$ cat src/rtl/mem_access_stage_if.sv
// Data-memory bus between the MEM pipeline stage (master) and data memory (slave).
// Request side is driven by the stage; ack/rdata return from memory.
interface mem_access_stage_if #(
    parameter int ADDR_W = 32
);
    logic              dmem_req;
    logic              dmem_we;
    logic [ADDR_W-1:0] dmem_addr;
    logic [31:0]       dmem_wdata;
    logic [3:0]        dmem_be;
    logic              dmem_ack;
    logic [31:0]       dmem_rdata;

    modport master (
        output dmem_req, dmem_we, dmem_addr, dmem_wdata, dmem_be,
        input  dmem_ack, dmem_rdata
    );

    modport slave (
        input  dmem_req, dmem_we, dmem_addr, dmem_wdata, dmem_be,
        output dmem_ack, dmem_rdata
    );
endinterface

$ cat src/rtl/mem_access_stage.sv
// Pipeline MEM stage: req/ack data-memory handshake with timeout, load alignment and
// extension, MEM_WB pipeline register and pipeline-freeze generation.
module mem_access_stage #(
    parameter int TIMEOUT = 255,
    parameter int ADDR_W  = 32
) (
    input  logic        clk,
    input  logic        Rst,
    input  logic        dbg,
    input  logic        EX_MEM_memread,
    input  logic        EX_MEM_memwrite,
    input  logic        EX_MEM_regwrite,
    input  logic [4:0]  EX_MEM_rd,
    input  logic [31:0] EX_MEM_alures,
    input  logic [31:0] EX_MEM_dout_rs2,
    input  logic [4:0]  EX_MEM_loadcntrl,
    input  logic [2:0]  EX_MEM_storecntrl,
    mem_access_stage_if.master dmem,
    output logic        mem_hold,
    output logic        mem_fault,
    output logic        MEM_WB_regwrite,
    output logic [4:0]  MEM_WB_rd,
    output logic        MEM_WB_memread,
    output logic [31:0] MEM_WB_alures,
    output logic [31:0] MEM_WB_memres,
    output logic [31:0] WB_res
);

    typedef enum logic [1:0] {
        ST_IDLE = 2'd0,
        ST_REQ  = 2'd1,
        ST_WAIT = 2'd2
    } state_t;

    localparam logic [7:0] TMO_LAST = 8'(TIMEOUT - 1);

    state_t      state_r;
    logic [7:0]  cnt_r;
    logic [31:0] buf_r;
    logic        buf_valid_r;

    logic        mem_op_s;
    logic        byte_s;
    logic        half_s;
    logic        word_s;
    logic        aligned_s;
    logic        acc_s;
    logic        misalign_s;
    logic        ack_eff_s;
    logic [31:0] rdata_eff_s;
    logic        done_s;
    logic        timeout_s;
    logic [3:0]  be_s;
    logic [31:0] wdata_s;

    // Select, then sign- or zero-extend the addressed byte/half of a read word.
    function automatic logic [31:0] load_align(input logic [31:0] word,
                                               input logic [1:0]  off,
                                               input logic [4:0]  lc);
        logic [7:0]  b;
        logic [15:0] h;
        logic [31:0] r;
        case (off)
            2'b00:   b = word[7:0];
            2'b01:   b = word[15:8];
            2'b10:   b = word[23:16];
            default: b = word[31:24];
        endcase
        h = off[1] ? word[31:16] : word[15:0];
        case (lc)
            5'b00001: r = {{24{b[7]}}, b};
            5'b00010: r = {{16{h[15]}}, h};
            5'b00100: r = word;
            5'b01000: r = {24'h000000, b};
            5'b10000: r = {16'h0000, h};
            default:  r = 32'h00000000;
        endcase
        return r;
    endfunction

    // Access decode: size, alignment, lane enables and replicated store data.
    always_comb begin
        mem_op_s = EX_MEM_memread | EX_MEM_memwrite;
        byte_s   = EX_MEM_loadcntrl[0] | EX_MEM_loadcntrl[3] | EX_MEM_storecntrl[0];
        half_s   = EX_MEM_loadcntrl[1] | EX_MEM_loadcntrl[4] | EX_MEM_storecntrl[1];
        word_s   = EX_MEM_loadcntrl[2] | EX_MEM_storecntrl[2];
        if (word_s) begin
            aligned_s = (EX_MEM_alures[1:0] == 2'b00);
        end else if (half_s) begin
            aligned_s = ~EX_MEM_alures[0];
        end else begin
            aligned_s = 1'b1;
        end
        acc_s      = mem_op_s & aligned_s & ~dbg;
        misalign_s = mem_op_s & ~aligned_s & ~dbg;
        if (byte_s) begin
            be_s = 4'b0001 << EX_MEM_alures[1:0];
        end else if (half_s) begin
            be_s = EX_MEM_alures[1] ? 4'b1100 : 4'b0011;
        end else begin
            be_s = 4'b1111;
        end
        if (EX_MEM_storecntrl[0]) begin
            wdata_s = {4{EX_MEM_dout_rs2[7:0]}};
        end else if (EX_MEM_storecntrl[1]) begin
            wdata_s = {2{EX_MEM_dout_rs2[15:0]}};
        end else begin
            wdata_s = EX_MEM_dout_rs2;
        end
    end

    // Completion/timeout detection and the combinational hold/fault outputs.
    always_comb begin
        ack_eff_s   = dmem.dmem_ack | buf_valid_r;
        rdata_eff_s = buf_valid_r ? buf_r : dmem.dmem_rdata;
        done_s      = (state_r == ST_WAIT) & ack_eff_s & ~dbg;
        timeout_s   = (state_r == ST_WAIT) & ~ack_eff_s & ~dbg & (cnt_r == TMO_LAST);
        case (state_r)
            ST_IDLE: begin
                mem_hold  = acc_s & ~Rst;
                mem_fault = misalign_s & ~Rst;
            end
            ST_REQ: begin
                mem_hold  = ~Rst;
                mem_fault = 1'b0;
            end
            ST_WAIT: begin
                mem_hold  = ~(done_s | timeout_s) & ~Rst;
                mem_fault = timeout_s & ~Rst;
            end
            default: begin
                mem_hold  = 1'b0;
                mem_fault = 1'b0;
            end
        endcase
    end

    // Handshake FSM, timeout counter, debug ack buffer and MEM_WB register.
    always_ff @(posedge clk) begin
        if (Rst) begin
            state_r          <= ST_IDLE;
            cnt_r            <= 8'd0;
            buf_r            <= 32'h00000000;
            buf_valid_r      <= 1'b0;
            dmem.dmem_req    <= 1'b0;
            dmem.dmem_we     <= 1'b0;
            dmem.dmem_addr   <= '0;
            dmem.dmem_wdata  <= 32'h00000000;
            dmem.dmem_be     <= 4'b0000;
            MEM_WB_regwrite  <= 1'b0;
            MEM_WB_rd        <= 5'd0;
            MEM_WB_memread   <= 1'b0;
            MEM_WB_alures    <= 32'h00000000;
            MEM_WB_memres    <= 32'h00000000;
        end else begin
            case (state_r)
                ST_IDLE: begin
                    if (!dbg) begin
                        if (acc_s) begin
                            state_r         <= ST_REQ;
                            dmem.dmem_req   <= 1'b1;
                            dmem.dmem_we    <= EX_MEM_memwrite;
                            dmem.dmem_addr  <= {EX_MEM_alures[ADDR_W-1:2], 2'b00};
                            dmem.dmem_wdata <= wdata_s;
                            dmem.dmem_be    <= be_s;
                        end else begin
                            // Non-memory ops and misaligned accesses retire here.
                            MEM_WB_regwrite <= EX_MEM_regwrite & ~misalign_s;
                            MEM_WB_rd       <= EX_MEM_rd;
                            MEM_WB_memread  <= EX_MEM_memread;
                            MEM_WB_alures   <= EX_MEM_alures;
                            MEM_WB_memres   <= 32'h00000000;
                        end
                    end
                end
                ST_REQ: begin
                    if (!dbg) begin
                        state_r       <= ST_WAIT;
                        dmem.dmem_req <= 1'b0;
                        cnt_r         <= 8'd0;
                    end
                end
                ST_WAIT: begin
                    if (dbg) begin
                        // Ack under debug freeze is parked until the freeze lifts.
                        if (dmem.dmem_ack && !buf_valid_r) begin
                            buf_r       <= dmem.dmem_rdata;
                            buf_valid_r <= 1'b1;
                        end
                    end else if (ack_eff_s) begin
                        state_r         <= ST_IDLE;
                        buf_valid_r     <= 1'b0;
                        MEM_WB_regwrite <= EX_MEM_regwrite;
                        MEM_WB_rd       <= EX_MEM_rd;
                        MEM_WB_memread  <= EX_MEM_memread;
                        MEM_WB_alures   <= EX_MEM_alures;
                        MEM_WB_memres   <= load_align(rdata_eff_s, EX_MEM_alures[1:0],
                                                      EX_MEM_loadcntrl);
                    end else if (cnt_r == TMO_LAST) begin
                        state_r         <= ST_IDLE;
                        MEM_WB_regwrite <= 1'b0;
                        MEM_WB_rd       <= EX_MEM_rd;
                        MEM_WB_memread  <= EX_MEM_memread;
                        MEM_WB_alures   <= EX_MEM_alures;
                        MEM_WB_memres   <= 32'h00000000;
                    end else begin
                        cnt_r <= cnt_r + 8'd1;
                    end
                end
                default: begin
                    state_r <= ST_IDLE;
                end
            endcase
        end
    end

    assign WB_res = MEM_WB_memread ? MEM_WB_memres : MEM_WB_alures;

endmodule

$ cat src/flat_wrapper.sv
// flat-port wrapper written by rule: the top's interface ports become plain ports
module mem_access_stage_flat 
#(
    parameter int TIMEOUT = 255,
    parameter int ADDR_W  = 32
)
  (clk, Rst, dbg, EX_MEM_memread, EX_MEM_memwrite, EX_MEM_regwrite, EX_MEM_rd, EX_MEM_alures, EX_MEM_dout_rs2, EX_MEM_loadcntrl, EX_MEM_storecntrl, mem_hold, mem_fault, MEM_WB_regwrite, MEM_WB_rd, MEM_WB_memread, MEM_WB_alures, MEM_WB_memres, WB_res, dmem_dmem_req, dmem_dmem_we, dmem_dmem_addr, dmem_dmem_wdata, dmem_dmem_be, dmem_dmem_ack, dmem_dmem_rdata);
  mem_access_stage_if #(.ADDR_W(ADDR_W)) dmem_i ();
  input  logic clk;
  input  logic Rst;
  input  logic dbg;
  input  logic EX_MEM_memread;
  input  logic EX_MEM_memwrite;
  input  logic EX_MEM_regwrite;
  input  logic [4:0] EX_MEM_rd;
  input  logic [31:0] EX_MEM_alures;
  input  logic [31:0] EX_MEM_dout_rs2;
  input  logic [4:0] EX_MEM_loadcntrl;
  input  logic [2:0] EX_MEM_storecntrl;
  output logic mem_hold;
  output logic mem_fault;
  output logic MEM_WB_regwrite;
  output logic [4:0] MEM_WB_rd;
  output logic MEM_WB_memread;
  output logic [31:0] MEM_WB_alures;
  output logic [31:0] MEM_WB_memres;
  output logic [31:0] WB_res;
  output wire logic [$bits(dmem_i.dmem_req)-1:0] dmem_dmem_req;
  output wire logic [$bits(dmem_i.dmem_we)-1:0] dmem_dmem_we;
  output wire logic [$bits(dmem_i.dmem_addr)-1:0] dmem_dmem_addr;
  output wire logic [$bits(dmem_i.dmem_wdata)-1:0] dmem_dmem_wdata;
  output wire logic [$bits(dmem_i.dmem_be)-1:0] dmem_dmem_be;
  input wire logic [$bits(dmem_i.dmem_ack)-1:0] dmem_dmem_ack;
  input wire logic [$bits(dmem_i.dmem_rdata)-1:0] dmem_dmem_rdata;
  assign dmem_dmem_req = dmem_i.dmem_req;
  assign dmem_dmem_we = dmem_i.dmem_we;
  assign dmem_dmem_addr = dmem_i.dmem_addr;
  assign dmem_dmem_wdata = dmem_i.dmem_wdata;
  assign dmem_dmem_be = dmem_i.dmem_be;
  assign dmem_i.dmem_ack = dmem_dmem_ack;
  assign dmem_i.dmem_rdata = dmem_dmem_rdata;
  mem_access_stage #(.TIMEOUT(TIMEOUT), .ADDR_W(ADDR_W)) u_core (.clk(clk), .Rst(Rst), .dbg(dbg), .EX_MEM_memread(EX_MEM_memread), .EX_MEM_memwrite(EX_MEM_memwrite), .EX_MEM_regwrite(EX_MEM_regwrite), .EX_MEM_rd(EX_MEM_rd), .EX_MEM_alures(EX_MEM_alures), .EX_MEM_dout_rs2(EX_MEM_dout_rs2), .EX_MEM_loadcntrl(EX_MEM_loadcntrl), .EX_MEM_storecntrl(EX_MEM_storecntrl), .dmem(dmem_i), .mem_hold(mem_hold), .mem_fault(mem_fault), .MEM_WB_regwrite(MEM_WB_regwrite), .MEM_WB_rd(MEM_WB_rd), .MEM_WB_memread(MEM_WB_memread), .MEM_WB_alures(MEM_WB_alures), .MEM_WB_memres(MEM_WB_memres), .WB_res(WB_res));
endmodule
$ cat config.mk
export PLATFORM = sky130hd
export DESIGN_NAME = mem_access_stage_flat
export DESIGN_NICKNAME = d
export VERILOG_FILES = /design/src/rtl/mem_access_stage_if.sv /design/src/rtl/mem_access_stage.sv /design/src/flat_wrapper.sv
export SDC_FILE = /design/constraint.sdc
export NUM_CORES = 1
export LEC_CHECK = 0
export ABC_AREA = 1
export CORE_ASPECT_RATIO = 1.75
export CORE_MARGIN = 2
export CORE_UTILIZATION = 50
export DETAILED_ROUTE_END_ITERATION = 12
export PLACE_DENSITY = 0.86
export SETUP_SLACK_MARGIN = 0.15
export SYNTH_ARGS = -nofsm -noshare
export SYNTH_HDL_FRONTEND = slang
export SYNTH_SLANG_ARGS = --single-unit
$ cat constraint.sdc
create_clock -name clk -period 3.35 [get_ports clk]
set_input_delay 0.5025 -clock clk [delete_from_list [all_inputs] [get_ports clk]]
set_output_delay 0.5025 -clock clk [all_outputs]
set_load 0.01 [all_outputs]
# == After elaboration in Yosys (flattened, before gate mapping) ==
# Cells that the tools add are included.
# word_totals
reg_bits,182
latchBits,0
ramBits,0
rom_bits,0
input_bits,116
out_inout_bits,175
word_cells,142
memories,0
# op_classes
add_sub_neg,1
multipliers,0
div,0
magnitude_cmp,0
n_eq_ne,19
shifts,1
muxes,63
bitwise,29
reduce_logical,15
# op_table
operator,n
$mux 32,14
$pmux 32 s5,1
$pmux 32 s2,2
$mux 8,4
$mux 5,5
$pmux 8 s3,1
$mux 1,18
$mux 16,1
$pmux 8 s2,1
$reduce_and 5->1,3
$and 1x1->1,14
$mux 2,6
$mux 4,3
$ne 2x2->1 const B,6
$pmux 5 s2,1
$reduce_and 3->1,3
$add 8x1->8 const B,1
$eq 8x8->1 const B,1
$or 1x1->1,8
$pmux 1 s2,4
$reduce_bool 2->1,4
$not 1->1,7
$pmux 2 s3,1
$eq 5x1->1 const B,1
other kinds (14),18

# == Depth between registers and ports, before layout ==
# logic_depth
depth_word,12
mapped_depth,12
mapped_depth_nobuf,10

# == Worst setup path after synthesis ==
# OpenSTA, ideal clock, no wires.
# synth_timing
path_kind,reg-to-output
from,reg u_core.MEM_WB_memread
to,out WB_res[0]
arrival_ns,1.328
required_time_ns,2.847
slack_ns,1.519
stages_incl_launch_ff,4
n_path_buf,2
cell_sequence,dfxtp_1 > clkbuf_1 > clkbuf_1 > mux2_2
# synth_via
elab_chain_len,1
# synth_rtl
item,line_no,rtl
from (decl),mem_access_stage.sv:23,"output logic MEM_WB_memread,"
from (signal assigned),mem_access_stage.sv:170,MEM_WB_memread <= EX_MEM_memread;
from (signal assigned),mem_access_stage.sv:195,MEM_WB_memread <= EX_MEM_memread;
from (signal assigned),mem_access_stage.sv:203,MEM_WB_memread <= EX_MEM_memread;
$mux 32,mem_access_stage.sv:217,assign WB_res = MEM_WB_memread ? MEM_WB_memres : MEM_WB_alures;
to (decl),flat_wrapper.sv:27,output logic [31:0] WB_res;
# Every way passes these cells.

# == Final worst setup path ==
# layout_timing
from,reg u_core.MEM_WB_memread
to,out WB_res[5]
# Same word-level chain as after synthesis.

==> impl_metrics.json <==
{
  "status": "finished, final reports clean",
  "wl_mm": 30.8,
  "met3_usage_pct": 5.96,
  "cts.repair.resized": 0,
  "die_w_microns": 104,
  "relSlewSlack_pct": 21.6,
  "slowest_stage": "dfxtp_1",
  "grt_util_met2_pct": 58.1,
  "start_kind": "register",
  "timing.critical_path.buf_inv": 2,
  "async_flop_share_pct": 0,
  "worstPathArrival_ps": 2390,
  "dominantRegCellSynth": "dfxtp_1",
  "numCtsBuffers": 17,
  "rows": 64,
  "grt_max_degree": 133,
  "initial_core_util_pct": 50.6,
  "dp_hpwl_mm": 22.7,
  "cts_root_buf": "clkbuf_16",
  "cts_tree": "yes",
  "htree_levels": 4,
  "swShare_pct": 29.2,
  "period_share_pct": 86.3,
  "cts_hold_buf": 0,
  "power.density_mw_per_mm2": 431,
  "fin_skew_ps": 15.2,
  "leakage_uw": 0.00516,
  "ioPinCount": 291,
  "finalNonFillerCells": 1790,
  "numClockSinks": 182,
  "synth_warnings": 0,
  "final_nets": 1664,
  "path_class": "reg -> out",
  "antenna_cells_inserted": 0,
  "post_cts_buffers": 0,
  "cts.path.max_buffers": 2,
  "place_congestion": 0.971,
  "clock.fmax_mhz": 346,
  "synth_cell_types": 37,
  "synthTopCellsByArea": "dfxtp_1 42%, nor2_1 12%, nand2_1 12%",
  "worstMarginPinSlew_ps": 1180,
  "hp-class": "reg -> reg",
  "synth_seq_cells": 182,
  "clk_pin_slew_ps": 80,
  "core_sq_mm": 0.0173,
  "die-height_microns": 179,
  "antenna_left": 0,
  "layout-drive-gt1-share_pct": 7.57,
  "track_usage_pct": 32.1,
  "max_stage_delay_ps": 850,
  "p_comb_share_pct": 17.9,
  "grt_pass1_vias": 9363,
  "vias_per_cell": 5.36,
  "dp.cells": 1758,
  "clk_latency_ps": 440,
  "die-area_sq_mm": 0.0186,
  "seq_area_frac_synth_pct": 41.7,
  "switching_power_uw": 1550,
  "detail_route.first_pass.iterations": 5,
  "layout_common_cells": "287 x clkdlybuf4s50_1, 281 x nor2_1, 274 x nand2_1",
  "routedWlPerCell_microns": 17.2,
  "drv_slew": 0,
  "worstPathCellList": "buf_12, mux2_2, clkdlybuf4s50_1",
  "synth_top_cell_by_area": "dfxtp_1",
  "setup_viol": 0,
  "netlist_area_sq_mm": 0.00875,
  "met1_usage_pct": 35.0,
  "clkPwrFrac_pct": 38.4,
  "p_seq_share_pct": 43.7,
  "syn-instance-count": 1296,
  "max-vdd-ir-drop_uv": 324,
  "hold_viol": 0,
  "grt-busiest-layer": "met2",
  "required_ps": 2850,
  "cap_viol_max_count": 0,
  "synth-edff-count": 0,
  "layout_min_cycle_time_ps": 2890,
  "grt_overflow": 0,
  "grt_pass1_wl_mm": 47.6,
  "timing.setup.tns_ps": 0,
  "crit_fanout": 20,
  "dr.first_iter.drc_count": 702,
  "antenna_found_initial": 0,
  "internal-power_uw": 3760,
  "rsz0062_at_grt": "no",
  "yosys.area.top_type_share_pct": 41.7,
  "cp-end-kind": "output pin",
  "area_delta_synth_final_pct": 40.9,
  "port_buffers": 288,
  "syn_area_per_cell_sq_um": 6.75,
  "drc": 0,
  "cp_top_family": "flip-flops",
  "layout_commonest_cell": "clkdlybuf4s50_1",
  "vias": 9602
}
per-layer routing:
metal,wire [microns],part of all wire [%]
met1,11100,36
met2,15900,52
met3,1920,6.2
met4,1850,6.0
met5,0,0
flip-flops by register name, indices dropped and copies added (netlist names):
name                    flops
u_core.dmem.dmem_req        1
u_core.dmem.dmem_wdata     32
u_core.MEM_WB_regwrite      1
u_core.cnt_r                8
u_core.buf_valid_r          1
u_core.dmem.dmem_we         1
u_core.dmem.dmem_addr      30
u_core.buf_r               32
u_core.MEM_WB_memres       32
u_core.MEM_WB_rd            5
u_core.MEM_WB_alures       32
u_core.dmem.dmem_be         4
u_core.state_r              2
u_core.MEM_WB_memread       1
logic make-up after synthesis:
kind of cell / Yosys count / synth area share, %
compound gates: 285 / 16.6
xor+xnor: 1 / 0.100
fa+ha+maj: 2 / 0.286
buf+inv: 155 / 7.91
mux: 32 / 4.12
flops: 182 / 41.7
other cells: 1 / 0.0429
simple gates: 638 / 29.3
metrics by stage:
step / setup WS [ps] / utilization (%) / power [uW] / instance area (sq um) / hold WS [ps]
3_3_place_gp: 597 / 67.8 / 3300 / 11700 / 439
5_1_grt: 400 / 71.3 / 5490 / 12300 / 481
4_1_cts: 466 / 71.3 / 5320 / 12300 / 457
6_report: 460 / 71.3 / 5320 / 12300 / 457
3_5_place_dp: 586 / 67.8 / 3320 / 11700 / 447
2_1_floorplan: 1520 / - / 2790 / 8750 / 429
worst paths after layout:
check / startpoint / to / slack, ps / depth (start not counted)
worst min register to register: u_core.buf_r[4] / u_core.buf_r[4] / 460 / 2
worst max-delay path: u_core.MEM_WB_memread / WB_res[5] / 460 / 3
worst min-delay path: u_core.buf_r[4] / u_core.buf_r[4] / 460 / 2
worst max register to register: u_core.buf_valid_r / u_core.MEM_WB_memres[11] / 990 / 9
worst register-to-register path, delay by kind of cell, from the launching register on:
kind,cells,cell delay [ps]
buf+inv,1,420
flops,1,390
simple gates,7,1250
compound gates,1,210
cells in the mapped netlist, types with 2 or more instances:
master,instances
o211ai_1,2
o21ai_1,5
inv_1,64
a21oi_1,94
mux2_2,32
nand2_1,274
and2_1,5
buf_4,8
a31oi_1,2
nand2_2,5
nand4_1,6
nor2_2,7
nor3_2,2
clkbuf_1,38
buf_1,2
dfxtp_1,182
inv_2,9
ha_1,2
buf_2,27
nand3_1,51
nor3_1,2
nor2_1,281
buf_6,6
o21ai_0,177
power groups by stage:
stage	Clock, uW	Sequential [uW]	Combinational, uW
after floorplan	0	2390	396
after CTS	2050	2320	949
after global placement	0	2370	929
after global routing	2130	2330	1030
final	2040	2320	951
after detailed placement	0	2370	944
cell type report:
type	count	area (sq um)
repair buffers	311	3100
clock inverters	13	158
flip-flops and latches	182	3640
clock buffers	19	443
multi-input cells	960	4410
well taps	231	289
fillers	1492	4970
inverters	74	279
(Power assumes the default switching activity.)
